--- src/rtl/sh_break_ctrl_pkg.sv ---
// Shared types and register constants for the SH user break controller.
package sh_break_ctrl_pkg;

    // Break bus-cycle condition register (lives in bus bits [31:16]).
    typedef struct packed {
        logic [7:0] rsv_h;
        logic [1:0] cp;     // 01 CPU, 10 DMA, 11 both
        logic [1:0] id;     // 01 fetch, 10 data, 11 both
        logic [1:0] rw;     // 01 read, 10 write, 11 both
        logic       rsv_l;
        logic       de;     // data compare enable
    } UBC_BBR_t;

    // Break control register (lives in bus bits [31:16] of the global word).
    typedef struct packed {
        logic       ie;
        logic       seq;
        logic [9:0] rsv;
        logic [3:0] cmf;
    } UBC_BRCR_t;

    localparam logic [15:0] BBR_INIT   = '0;
    localparam logic [15:0] BBR_WMASK  = 16'h00FD;
    localparam logic [15:0] BBR_RMASK  = 16'h00FD;
    localparam logic [15:0] BRCR_INIT  = '0;
    localparam logic [15:0] BRCR_WMASK = 16'hC00F;
    localparam logic [15:0] BRCR_RMASK = 16'hC00F;
    localparam logic [15:0] BCNT_INIT  = '0;
    localparam logic [15:0] BCNT_WMASK = 16'hFFFF;
    localparam logic [15:0] BCNT_RMASK = 16'hFFFF;

    localparam int unsigned CH_STRIDE = 32;

    // Byte-lane gated, write-masked merge of a 32-bit register.
    function automatic logic [31:0] lane_merge(input logic [31:0] old_v,
                                               input logic [31:0] wdata,
                                               input logic [3:0]  ba,
                                               input logic [31:0] wmask);
        logic [31:0] m;
        m = {{8{ba[3]}}, {8{ba[2]}}, {8{ba[1]}}, {8{ba[0]}}} & wmask;
        return (old_v & ~m) | (wdata & m);
    endfunction

    // Same merge for a 16-bit register mapped to bus bits [31:16].
    function automatic logic [15:0] lane_merge_hi(input logic [15:0] old_v,
                                                  input logic [31:0] wdata,
                                                  input logic [3:0]  ba,
                                                  input logic [15:0] wmask);
        logic [15:0] m;
        m = {{8{ba[3]}}, {8{ba[2]}}} & wmask;
        return (old_v & ~m) | (wdata[31:16] & m);
    endfunction

endpackage

--- src/rtl/sh_break_match.sv ---
// One break channel's combinational hit detector.
module sh_break_match
    import sh_break_ctrl_pkg::*;
(
    input  logic [31:0] bar_i,
    input  logic [31:0] bamr_i,
    input  UBC_BBR_t    bbr_i,
    input  logic [31:0] bdr_i,
    input  logic [31:0] bdmr_i,
    input  logic        mon_valid_i,
    input  logic [31:0] mon_a_i,
    input  logic [31:0] mon_d_i,
    input  logic        mon_wr_i,
    input  logic        mon_if_i,
    input  logic        mon_dma_i,
    output logic        hit_o
);

    logic cp_ok, id_ok, rw_ok, addr_ok, data_ok;
    logic unused_bbr;

    assign unused_bbr = ^{bbr_i.rsv_h, bbr_i.rsv_l};

    // Cycle-type qualifiers, masked address compare, optional data compare (never on fetches)
    always_comb begin
        cp_ok   = mon_dma_i ? bbr_i.cp[1] : bbr_i.cp[0];
        id_ok   = mon_if_i  ? bbr_i.id[0] : bbr_i.id[1];
        rw_ok   = mon_wr_i  ? bbr_i.rw[1] : bbr_i.rw[0];
        addr_ok = ((mon_a_i ^ bar_i) & ~bamr_i) == '0;
        data_ok = !bbr_i.de || mon_if_i || (((mon_d_i ^ bdr_i) & ~bdmr_i) == '0);
        hit_o   = mon_valid_i & cp_ok & id_ok & rw_ok & addr_ok & data_ok;
    end

endmodule

--- src/rtl/sh_break_ctrl.sv ---
// User break controller: channel register file, 2-stage match pipeline,
// channel-0 pass counter, match flags and IBUS read path.
module sh_break_ctrl
    import sh_break_ctrl_pkg::*;
#(
    parameter int unsigned NCH      = 2,
    parameter logic [31:0] REG_BASE = 32'hFFFFFF40
) (
    input  logic        CLK,
    input  logic        RST_N,
    input  logic        CE_R,
    input  logic        CE_F,
    input  logic        RES_N,
    input  logic [31:0] IBUS_A,
    input  logic [31:0] IBUS_DI,
    output logic [31:0] IBUS_DO,
    input  logic [3:0]  IBUS_BA,
    input  logic        IBUS_WE,
    input  logic        IBUS_REQ,
    output logic        IBUS_BUSY,
    output logic        IBUS_ACT,
    input  logic        MON_VALID,
    input  logic [31:0] MON_A,
    input  logic [31:0] MON_D,
    input  logic        MON_WR,
    input  logic        MON_IF,
    input  logic        MON_DMA,
    output logic        IRQ
);

    localparam logic [31:0] GLB_OFF   = 32'(NCH * CH_STRIDE);
    localparam logic [31:0] WIN_BYTES = 32'(NCH * CH_STRIDE + 8);

    logic [31:0] bar_q  [NCH];
    logic [31:0] bamr_q [NCH];
    UBC_BBR_t    bbr_q  [NCH];
    logic [31:0] bdr_q  [NCH];
    logic [31:0] bdmr_q [NCH];
    logic        ie_q, seq_q;
    logic [NCH-1:0] cmf_q, cmf_d, flag_set;
    logic [15:0] bcnt_q, bcnt_d;
    logic [NCH-1:0] hit, hit_q;
    logic [31:0] reg_do_q, rdata;

    logic [31:0] off;
    logic        reg_sel, ch_area, glb_sel, wr_en, rd_en;
    logic [1:0]  ch_idx;
    logic [2:0]  word;
    UBC_BRCR_t   brcr_rd;

    // Register window decode
    always_comb begin
        off     = IBUS_A - REG_BASE;
        reg_sel = off < WIN_BYTES;
        ch_area = off < GLB_OFF;
        ch_idx  = off[6:5];
        word    = off[4:2];
        glb_sel = reg_sel && !ch_area && (word == 3'd0);
        wr_en   = reg_sel && IBUS_REQ && IBUS_WE;
        rd_en   = reg_sel && IBUS_REQ && !IBUS_WE;
    end

    assign IBUS_ACT  = reg_sel;
    assign IBUS_BUSY = 1'b0;
    assign IBUS_DO   = reg_sel ? reg_do_q : '0;
    assign IRQ       = ie_q & (|cmf_q);

    for (genvar g = 0; g < NCH; g++) begin : g_ch
        sh_break_match u_match (
            .bar_i       (bar_q[g]),
            .bamr_i      (bamr_q[g]),
            .bbr_i       (bbr_q[g]),
            .bdr_i       (bdr_q[g]),
            .bdmr_i      (bdmr_q[g]),
            .mon_valid_i (MON_VALID),
            .mon_a_i     (MON_A),
            .mon_d_i     (MON_D),
            .mon_wr_i    (MON_WR),
            .mon_if_i    (MON_IF),
            .mon_dma_i   (MON_DMA),
            .hit_o       (hit[g])
        );
    end

    // Channel configuration registers and IE/SEQ control bits
    always_ff @(posedge CLK or negedge RST_N) begin
        if (!RST_N) begin
            for (int unsigned n = 0; n < NCH; n++) begin
                bar_q[n]  <= '0;
                bamr_q[n] <= '0;
                bbr_q[n]  <= BBR_INIT;
                bdr_q[n]  <= '0;
                bdmr_q[n] <= '0;
            end
            ie_q  <= 1'b0;
            seq_q <= 1'b0;
        end else if (CE_R) begin
            if (!RES_N) begin
                for (int unsigned n = 0; n < NCH; n++) begin
                    bar_q[n]  <= '0;
                    bamr_q[n] <= '0;
                    bbr_q[n]  <= BBR_INIT;
                    bdr_q[n]  <= '0;
                    bdmr_q[n] <= '0;
                end
                ie_q  <= 1'b0;
                seq_q <= 1'b0;
            end else if (wr_en) begin
                for (int unsigned n = 0; n < NCH; n++) begin
                    if (ch_area && ch_idx == 2'(n)) begin
                        case (word)
                            3'd0: bar_q[n]  <= lane_merge(bar_q[n], IBUS_DI, IBUS_BA, '1);
                            3'd1: bamr_q[n] <= lane_merge(bamr_q[n], IBUS_DI, IBUS_BA, '1);
                            3'd2: bbr_q[n]  <= lane_merge_hi(bbr_q[n], IBUS_DI, IBUS_BA, BBR_WMASK);
                            3'd3: bdr_q[n]  <= lane_merge(bdr_q[n], IBUS_DI, IBUS_BA, '1);
                            3'd4: bdmr_q[n] <= lane_merge(bdmr_q[n], IBUS_DI, IBUS_BA, '1);
                            default: ;
                        endcase
                    end
                end
                if (glb_sel && IBUS_BA[3]) begin
                    ie_q  <= IBUS_DI[31] & BRCR_WMASK[15];
                    seq_q <= IBUS_DI[30] & BRCR_WMASK[14];
                end
            end
        end
    end

    // Stage 2: flag set / pass counter; sets override a same-cycle clear, BCNT write overrides decrement
    always_comb begin
        flag_set = '0;
        bcnt_d   = bcnt_q;
        if (hit_q[0]) begin
            if (bcnt_q <= 16'd1) flag_set[0] = 1'b1;
            if (bcnt_q != '0)    bcnt_d = bcnt_q - 16'd1;
        end
        for (int unsigned n = 1; n < NCH; n++) begin
            if (hit_q[n] && (!seq_q || cmf_q[n-1])) flag_set[n] = 1'b1;
        end
        cmf_d = cmf_q;
        if (wr_en && glb_sel) begin
            if (IBUS_BA[2]) cmf_d = cmf_q & IBUS_DI[16 +: NCH];
            if (IBUS_BA[1]) bcnt_d[15:8] = IBUS_DI[15:8] & BCNT_WMASK[15:8];
            if (IBUS_BA[0]) bcnt_d[7:0]  = IBUS_DI[7:0]  & BCNT_WMASK[7:0];
        end
        cmf_d = cmf_d | flag_set;
    end

    // Stage 1 hit register plus flag/counter state
    always_ff @(posedge CLK or negedge RST_N) begin
        if (!RST_N) begin
            hit_q  <= '0;
            cmf_q  <= '0;
            bcnt_q <= BCNT_INIT;
        end else if (CE_R) begin
            if (!RES_N) begin
                hit_q  <= '0;
                cmf_q  <= '0;
                bcnt_q <= BCNT_INIT;
            end else begin
                hit_q  <= hit;
                cmf_q  <= cmf_d;
                bcnt_q <= bcnt_d;
            end
        end
    end

    // Read data mux; unmapped offsets read 0
    always_comb begin
        rdata       = '0;
        brcr_rd     = BRCR_INIT;
        brcr_rd.ie  = ie_q;
        brcr_rd.seq = seq_q;
        brcr_rd.cmf = 4'(cmf_q);
        for (int unsigned n = 0; n < NCH; n++) begin
            if (ch_area && ch_idx == 2'(n)) begin
                case (word)
                    3'd0: rdata = bar_q[n];
                    3'd1: rdata = bamr_q[n];
                    3'd2: rdata = {bbr_q[n] & BBR_RMASK, 16'h0000};
                    3'd3: rdata = bdr_q[n];
                    3'd4: rdata = bdmr_q[n];
                    default: rdata = '0;
                endcase
            end
        end
        if (glb_sel) rdata = {brcr_rd & BRCR_RMASK, bcnt_q & BCNT_RMASK};
    end

    // Read data latch on the falling-phase enable
    always_ff @(posedge CLK or negedge RST_N) begin
        if (!RST_N) begin
            reg_do_q <= '0;
        end else if (CE_R && !RES_N) begin
            reg_do_q <= '0;
        end else if (CE_F && rd_en) begin
            reg_do_q <= rdata;
        end
    end

endmodule

--- config.mk ---
export PLATFORM = sky130hd
export DESIGN_NAME = sh_break_ctrl
export DESIGN_NICKNAME = d
export VERILOG_FILES = /design/src/rtl/sh_break_ctrl_pkg.sv /design/src/rtl/sh_break_match.sv /design/src/rtl/sh_break_ctrl.sv
export SDC_FILE = /design/constraint.sdc
export NUM_CORES = 1
export LEC_CHECK = 0
export BUFFER_PORTS_ARGS = -buffer_cell sky130_fd_sc_hd__clkbuf_2
export CORE_MARGIN = 1
export CORE_UTILIZATION = 52
export CTS_CLUSTER_SIZE = 24
export DETAILED_ROUTE_END_ITERATION = 16
export GPL_TIMING_DRIVEN = 0
export PLACE_DENSITY = 0.73
export SKIP_CTS_REPAIR_TIMING = 1
export SLEW_MARGIN = 20
export SYNTH_ARGS = -nofsm -noshare
export SYNTH_HDL_FRONTEND = slang
export SYNTH_SLANG_ARGS = --single-unit
--- constraint.sdc ---
create_clock -name CLK -period 6.5 [get_ports CLK]
set_input_delay 1.3 -clock CLK [delete_from_list [all_inputs] [get_ports CLK]]
set_output_delay 1.3 -clock CLK [all_outputs]
set_load 0.01 [all_outputs]
==> results_dict.tcl, run 1 <==
set metrics [dict create \
    worst_setup_skew_after_layout_ns 0.0172 \
    synth-seq-area-share 0.417 \
    synthDominantAreaCellType "sky130_fd_sc_hd__dfrtp_1" \
    full_die_area_um2 38200 \
    cellLeakagePower_nw 9.26 \
    timing.max_cap.violations 0 \
    period_minus_slack_ns 6.27 \
    final_util 0.609 \
    tightest_pin_transition_ns 1.24 \
    antenna_violating_nets_remaining 0 \
    final-hold-violation-count 0 \
    wirelength_um 98200 \
    post_route_cells_drive_above_1_share 0.159 \
    yosys-top-cells-area "sky130_fd_sc_hd__dfrtp_1 (42%), sky130_fd_sc_hd__o221ai_1 (6.2%), sky130_fd_sc_hd__xnor2_1 (5.7%)" \
    synth_largest_type_area_fraction 0.417 \
    grt_first_pass_wirelength_um 139000 \
    cp_top_family "simple AND/OR/NAND/NOR gates" \
    crit_fanout 10 \
    final-max-slew-violation-count 0 \
    power_mw 5.54 \
    worst-setup-path-type "primary input to primary output" \
    synthFlopType "sky130_fd_sc_hd__dfrtp_1" \
    fmax_mhz 159 \
    crit_path_cell_trace "clkbuf_2 -> inv_1 -> ha_1 -> nand4b_1 -> or4_4 -> or3_1 -> a221oi_2 -> o21a_4 -> nand2_1 -> nor3_2 -> buf_2 -> and2_1 -> clkbuf_2" \
    critical_path_arrival_ns 4.97 \
    grt_antenna_before_repair 5 \
    crit_start "IBUS_A[6]" \
    detailed_place_hpwl_um 75100 \
    rsz_0062_raised_after_global_routing "false" \
    ys_warn_count 0 \
    clock_latency_ns 0.57 \
    share_seq_of_total_power 0.422 \
    syn_nets 2191 \
    layout_setup_ws_ns 0.227 \
    cts_htree_levels 2 \
    ios 178 \
    pre_cts_slack_ns 0.207 \
    hold_slack_ns 0.485 \
    synth_top_family_by_area "compound AO/OA/AOI/OAI gates" \
    synthSimpleGateAreaFrac 0.166 \
    routability_congestion 1.09 \
    start_util 0.530 \
    drtPass1Iterations 7 \
    synthesis.area_um2 19500 \
    area_growth_pct 14.8 \
    fp.dieW_um 195 \
    drtIter0Drc 2938 \
    switchingPower_mw 1.72 \
    post_synth_xor_area_fraction 0.0589 \
    critPathBufInv 4 \
    combinationalPowerShare 0.160 \
    cp_common_cell "sky130_fd_sc_hd__clkbuf_2" \
    dp.cells 2686 \
    remaining_routing_drc_violations 0 \
    layout.filler_cells 3151 \
    clock_sink_count 324 \
    ir_drop_uv 240 \
    hold_path_class "register to register" \
    power_density_nw_per_um2 248 \
    slowest_delay_ns 0.63 \
    run_status "complete, no violations" \
    grt.overflow.total 0 \
    largest_net_degree_at_the_start_of_global_routing 91 \
    slowest_stage "sky130_fd_sc_hd__or4_4" \
    setup_tns_ns 0 \
    synth-edff-count 0 \
    grt_pass1_vias 19700 \
    clkTransAtPathRegs_ns 0.06 \
    wl_per_cell_um 35.7 \
    setup-violations-final 0 \
    max_slew_margin 0.170 \
    swShare 0.310 \
    detailroute.via_count 20600 \
    setup.worst_path.end_class "primary output" \
    synth-adder-area-share 0.00321 \
    synth_compound_gate_area_share 0.260 \
    worst_r2r_startpoint "bcnt_q[4]" \
    post_placement_cell_area_um2 21000 \
    cts_buffer_count 38 \
    rows 70 \
    hold_path.startpoint "reg_do_q[24]" \
    layout.nets 2406 \
    ys_ff_latch 324 \
    post-route-cell-area_um2 22400 \
    track_usage 0.515 \
    crit_path_start_kind "primary input" \
    ctsLongestPathBuffers 3 \
    synth_mux_area_frac 0.0335 \
    io_buffer_count 171 \
    final-instance-count-excl-fill 2753 \
    avgSynthCellArea_um2 9.53 \
    p_int_mw 3.82 \
    cts_root_buffer "sky130_fd_sc_hd__clkbuf_16" \
    pwr-share-clk 0.417 \
    synth-async-reset-ratio 1.00 \
    yosys.cell_types.count 84 \
    final.period_utilization 0.965 \
    route.detailed.vias_per_inst 7.48 \
    timing.critical_path.required_ns 5.20 \
    netlist_instances 2043 \
    core_um2 36700 \
    die_y_um 195 \
    tritoncts_clock_tree "yes" \
]
-- logic make-up after synthesis --
group | Yosys count
multiplexers | 50
XOR/XNOR | 131
adder cells (fa/ha/maj) | 5
other | 1
buffers and inverters | 295
AND/OR/NAND/NOR | 581
AO/OA/AOI/OAI | 656
flip-flops | 324
-- power groups by stage --
| stage | registers, mW | clock network, mW | logic (mW) |
|---|---|---|---|
| global placement | 2.36 | 0 | 0.813 |
| detailed placement | 2.36 | 0 | 0.836 |
| global route | 2.34 | 2.36 | 0.923 |
| floorplan | 2.28 | 0 | 0.461 |
| finish | 2.34 | 2.31 | 0.888 |
| CTS | 2.32 | 2.28 | 0.841 |
-- metal layers --
| layer | routed length, um | GRT usage |
|---|---|---|
| met2 | 40000 | 0.728 |
| met5 | 50 | 0 |
| met1 | 35700 | 0.660 |
| met3 | 14000 | 0.173 |
| met4 | 8410 | 0.370 |
-- flip-flops by register name (all words and copies together), names as in the netlist --
name      count
bamr_q       64
bar_q        64
bbr_q        14
bcnt_q       16
bdmr_q       64
bdr_q        64
cmf_q         2
hit_q         2
ie_q          1
reg_do_q     32
seq_q         1
-- final timing paths --
check	depth (start not counted)	end	slack [ns]
worst max-delay path	13	IBUS_DO[30]	0.23
worst min-delay path	1	reg_do_q[24]	0.48
worst max register to register	8	bcnt_q[11]	3.57
worst min register to register	1	reg_do_q[24]	0.48
max in group asynchronous	3	bar_q[50]	4.70
min in group asynchronous	1	bamr_q[37]	0.73
-- synthesized netlist by cell type, drive strengths merged (6+ instances only) --
library cell  number
a22oi             64
o2bb2ai           70
o22ai             98
dfrtp            324
mux4              12
nand3            195
a21oi             23
a2bb2oi            7
a221oi            18
or2                7
nor3              35
inv              143
a22o              37
and3               8
o211ai            38
or4                6
clkbuf            90
xnor2            127
nor4              33
nor2              70
o21ai             74
a31oi              7
o221ai           137
a21o              28
and2              36
nand4             33
buf               61
mux2i             37
nand2            119
and4              13
a2111oi           12
o211a             13
-- final cells by class --
cell class,instances,area [um2],share of cell area
diodes,1,2.50,0.000112
clock inverters,12,165,0.00739
multi-input cells,1424,10200,0.455
clock buffers,54,1140,0.0512
repair buffers,175,975,0.0436
well taps,468,586,0.0262
inverters,144,541,0.0242
flip-flops and latches,324,8110,0.363
plain buffers,151,671,0.0300
-- layout by cell type (no fill, tap or decap), types with 7 or more instances in the layout --
cell type,synthesis,final
sky130_fd_sc_hd__nor4_1,29,27
sky130_fd_sc_hd__nand3_2,19,19
sky130_fd_sc_hd__nand3_1,175,175
sky130_fd_sc_hd__o211a_1,13,13
sky130_fd_sc_hd__o221ai_1,137,137
sky130_fd_sc_hd__a31oi_1,7,7
sky130_fd_sc_hd__a22o_1,37,37
sky130_fd_sc_hd__o2bb2ai_1,60,60
sky130_fd_sc_hd__nand2_1,119,119
sky130_fd_sc_hd__clkbuf_2,0,172
sky130_fd_sc_hd__a21oi_1,23,23
sky130_fd_sc_hd__mux4_2,12,12
sky130_fd_sc_hd__a2bb2oi_1,7,7
sky130_fd_sc_hd__a21o_1,27,27
sky130_fd_sc_hd__and4_1,13,13
sky130_fd_sc_hd__clkbuf_8,0,8
sky130_fd_sc_hd__and3_1,8,8
sky130_fd_sc_hd__o211ai_1,35,35
sky130_fd_sc_hd__buf_2,36,36
sky130_fd_sc_hd__nor3_1,34,34
sky130_fd_sc_hd__buf_1,17,17
sky130_fd_sc_hd__xnor2_1,127,127
sky130_fd_sc_hd__mux2i_1,37,37
sky130_fd_sc_hd__o2bb2ai_2,10,10
sky130_fd_sc_hd__o21ai_1,9,9
sky130_fd_sc_hd__nand4_2,8,8
sky130_fd_sc_hd__o22ai_1,98,98
sky130_fd_sc_hd__nand4_1,23,23
sky130_fd_sc_hd__clkbuf_1,90,94
sky130_fd_sc_hd__clkbuf_16,0,41
sky130_fd_sc_hd__a22oi_1,64,64
sky130_fd_sc_hd__o21ai_0,63,63
sky130_fd_sc_hd__inv_1,142,142
sky130_fd_sc_hd__a2111oi_0,12,12
sky130_fd_sc_hd__a221oi_1,17,17
sky130_fd_sc_hd__nor2_1,66,66
sky130_fd_sc_hd__and2_1,35,35
sky130_fd_sc_hd__dfrtp_1,324,324
No activity file was read; power rests on OpenSTA's default activity.
==> run 2, diff against run 1 <==
==> constraint.sdc (replaced) <==
create_clock -name CLK -period 6.5 [get_ports CLK]
set_input_delay 0.65 -clock CLK [delete_from_list [all_inputs] [get_ports CLK]]
set_output_delay 0.65 -clock CLK [all_outputs]
set_load 0.01 [all_outputs]
==> results_dict.tcl, run 2 (synthesized netlist as in run 1, its figures left out) <==
set metrics [dict create \
    remaining_routing_drc_violations 0 \
    core_um2 36700 \
    layout.filler_cells 3151 \
    p_int_mw 3.82 \
    post-route-cell-area_um2 22400 \
    wirelength_um 98400 \
    grt_antenna_before_repair 4 \
    setup.worst_path.end_class "primary output" \
    fmax_mhz 196 \
    setup_tns_ns 0 \
    critical_r2r_capture "bcnt_q[15]" \
    critical_path_arrival_ns 4.46 \
    routability_congestion 1.09 \
    wl_per_cell_um 35.7 \
    pwr-share-clk 0.418 \
    layout.nets 2406 \
    drtPass1Iterations 9 \
    post_route_cells_drive_above_1_share 0.158 \
    full_die_area_um2 38200 \
    cts_htree_levels 2 \
    track_usage 0.515 \
    rsz_0062_raised_after_global_routing "false" \
    hold_path_class "primary input to asynchronous set/reset pin" \
    pre_cts_slack_ns 1.51 \
    crit_fanout 11 \
    cellLeakagePower_nw 9.26 \
    timing.critical_path.required_ns 5.85 \
    start_util 0.530 \
    route.detailed.vias_per_inst 7.52 \
    worst_r2r_startpoint "bcnt_q[4]" \
    area_growth_pct 14.9 \
    worst-setup-path-type "primary input to primary output" \
    detailroute.via_count 20700 \
    reg2reg_setup_slack_ns 3.59 \
    tightest_pin_transition_ns 1.22 \
    grt.overflow.total 0 \
    ctsLongestPathBuffers 3 \
    period_minus_slack_ns 5.11 \
    max_slew_margin 0.182 \
    clock_latency_ns 0.57 \
    grt_first_pass_wirelength_um 139000 \
    final.period_utilization 0.787 \
    final-max-slew-violation-count 0 \
    share_seq_of_total_power 0.421 \
    switchingPower_mw 1.73 \
    worst_setup_skew_after_layout_ns 0.0192 \
    cts_buffer_count 38 \
    hold_slack_ns 0.0727 \
    layout_setup_ws_ns 1.39 \
    final-hold-violation-count 0 \
    power_density_nw_per_um2 248 \
    largest_net_degree_at_the_start_of_global_routing 91 \
    tritoncts_clock_tree "yes" \
    io_buffer_count 171 \
    ios 178 \
    clock_sink_count 324 \
    combinationalPowerShare 0.160 \
    grt_pass1_vias 19700 \
    antenna_violating_nets_remaining 0 \
    layout.cells.most_common_list "sky130_fd_sc_hd__dfrtp_1 (324), sky130_fd_sc_hd__nand3_1 (175), sky130_fd_sc_hd__clkbuf_2 (171)" \
    cts_root_buffer "sky130_fd_sc_hd__clkbuf_16" \
    ir_drop_uv 242 \
    rows 70 \
    crit_path_start_kind "primary input" \
    run_status "complete, no violations" \
    clkTransAtPathRegs_ns 0.06 \
    swShare 0.311 \
    post_placement_cell_area_um2 21000 \
    drtIter0Drc 3038 \
    die_y_um 195 \
    setup-violations-final 0 \
    reg2regPathDepth 8 \
    detailed_place_hpwl_um 75100 \
    fp.dieW_um 195 \
    timing.max_cap.violations 0 \
    most_common_library_cell_in_the_layout_ignoring_fill_and_taps "sky130_fd_sc_hd__dfrtp_1" \
]
[run 2: cell types whose count changed in the layout (fill, tap and decap cells not counted)]
cell                       before  now
sky130_fd_sc_hd__clkbuf_1      94   95
sky130_fd_sc_hd__diode_2        1    3
sky130_fd_sc_hd__clkbuf_2     172  171
[run 2: per-stage QoR]
step	instances	util	power, mW
finish	2755	0.609	5.55
global route	2752	0.609	5.62
CTS	2752	0.609	5.45
detailed placement	2686	0.573	3.19
global placement	2682	0.570	3.17
floorplan	2043	-	2.74
[run 2: area by class of cell]
type                    instances  area, um2  share of cell area
multi-input cells            1424      10200               0.455
flip-flops and latches        324       8110               0.363
clock buffers                  54       1140              0.0512
repair buffers                175        975              0.0436
plain buffers                 151        669              0.0299
well taps                     468        586              0.0262
inverters                     144        541              0.0242
clock inverters                12        165             0.00739
diodes                          3       7.51            0.000336
[run 2: power groups by stage]
stage	Clock, mW	Sequential (mW)	Combinational (mW)
CTS	2.28	2.32	0.841
floorplan	0	2.28	0.461
global route	2.36	2.34	0.923
detailed placement	0	2.36	0.836
global placement	0	2.36	0.813
finish	2.32	2.34	0.889
[run 2: worst max path at each step]
stage               depth (start not counted)      start          end  slack, ns
global route                               13  IBUS_A[6]  IBUS_DO[19]       1.23
finish                                     13  IBUS_A[6]  IBUS_DO[18]       1.39
global placement                            1      RST_N     bbr_q[4]      -2.40
floorplan                                  11  IBUS_A[6]  IBUS_DO[10]       2.55
detailed placement                         13  IBUS_A[6]  IBUS_DO[18]       1.51
CTS                                        13  IBUS_A[6]  IBUS_DO[18]       1.49
[run 2: critical path, stage by stage]
cell                       delay [ns]
sky130_fd_sc_hd__clkbuf_2        0.15
sky130_fd_sc_hd__inv_1           0.10
sky130_fd_sc_hd__ha_1            0.25
sky130_fd_sc_hd__nand4b_1        0.33
sky130_fd_sc_hd__or4_4           0.62
sky130_fd_sc_hd__or3_1           0.40
sky130_fd_sc_hd__a221oi_2        0.30
sky130_fd_sc_hd__o21a_4          0.21
sky130_fd_sc_hd__nand2_1         0.07
sky130_fd_sc_hd__nor3_2          0.46
sky130_fd_sc_hd__clkbuf_1        0.54
sky130_fd_sc_hd__and2_1          0.23
sky130_fd_sc_hd__clkbuf_2        0.13
[run 2: metal layers]
| metal | global-route usage | up-vias | share of wire |
|---|---|---|---|
| li1 | - | 8273 | - |
| met1 | 0.660 | 10100 | 0.36 |
| met2 | 0.728 | 1837 | 0.41 |
| met3 | 0.173 | 484 | 0.14 |
| met4 | 0.370 | 4 | 0.086 |
| met5 | 0 | - | 0.00025 |
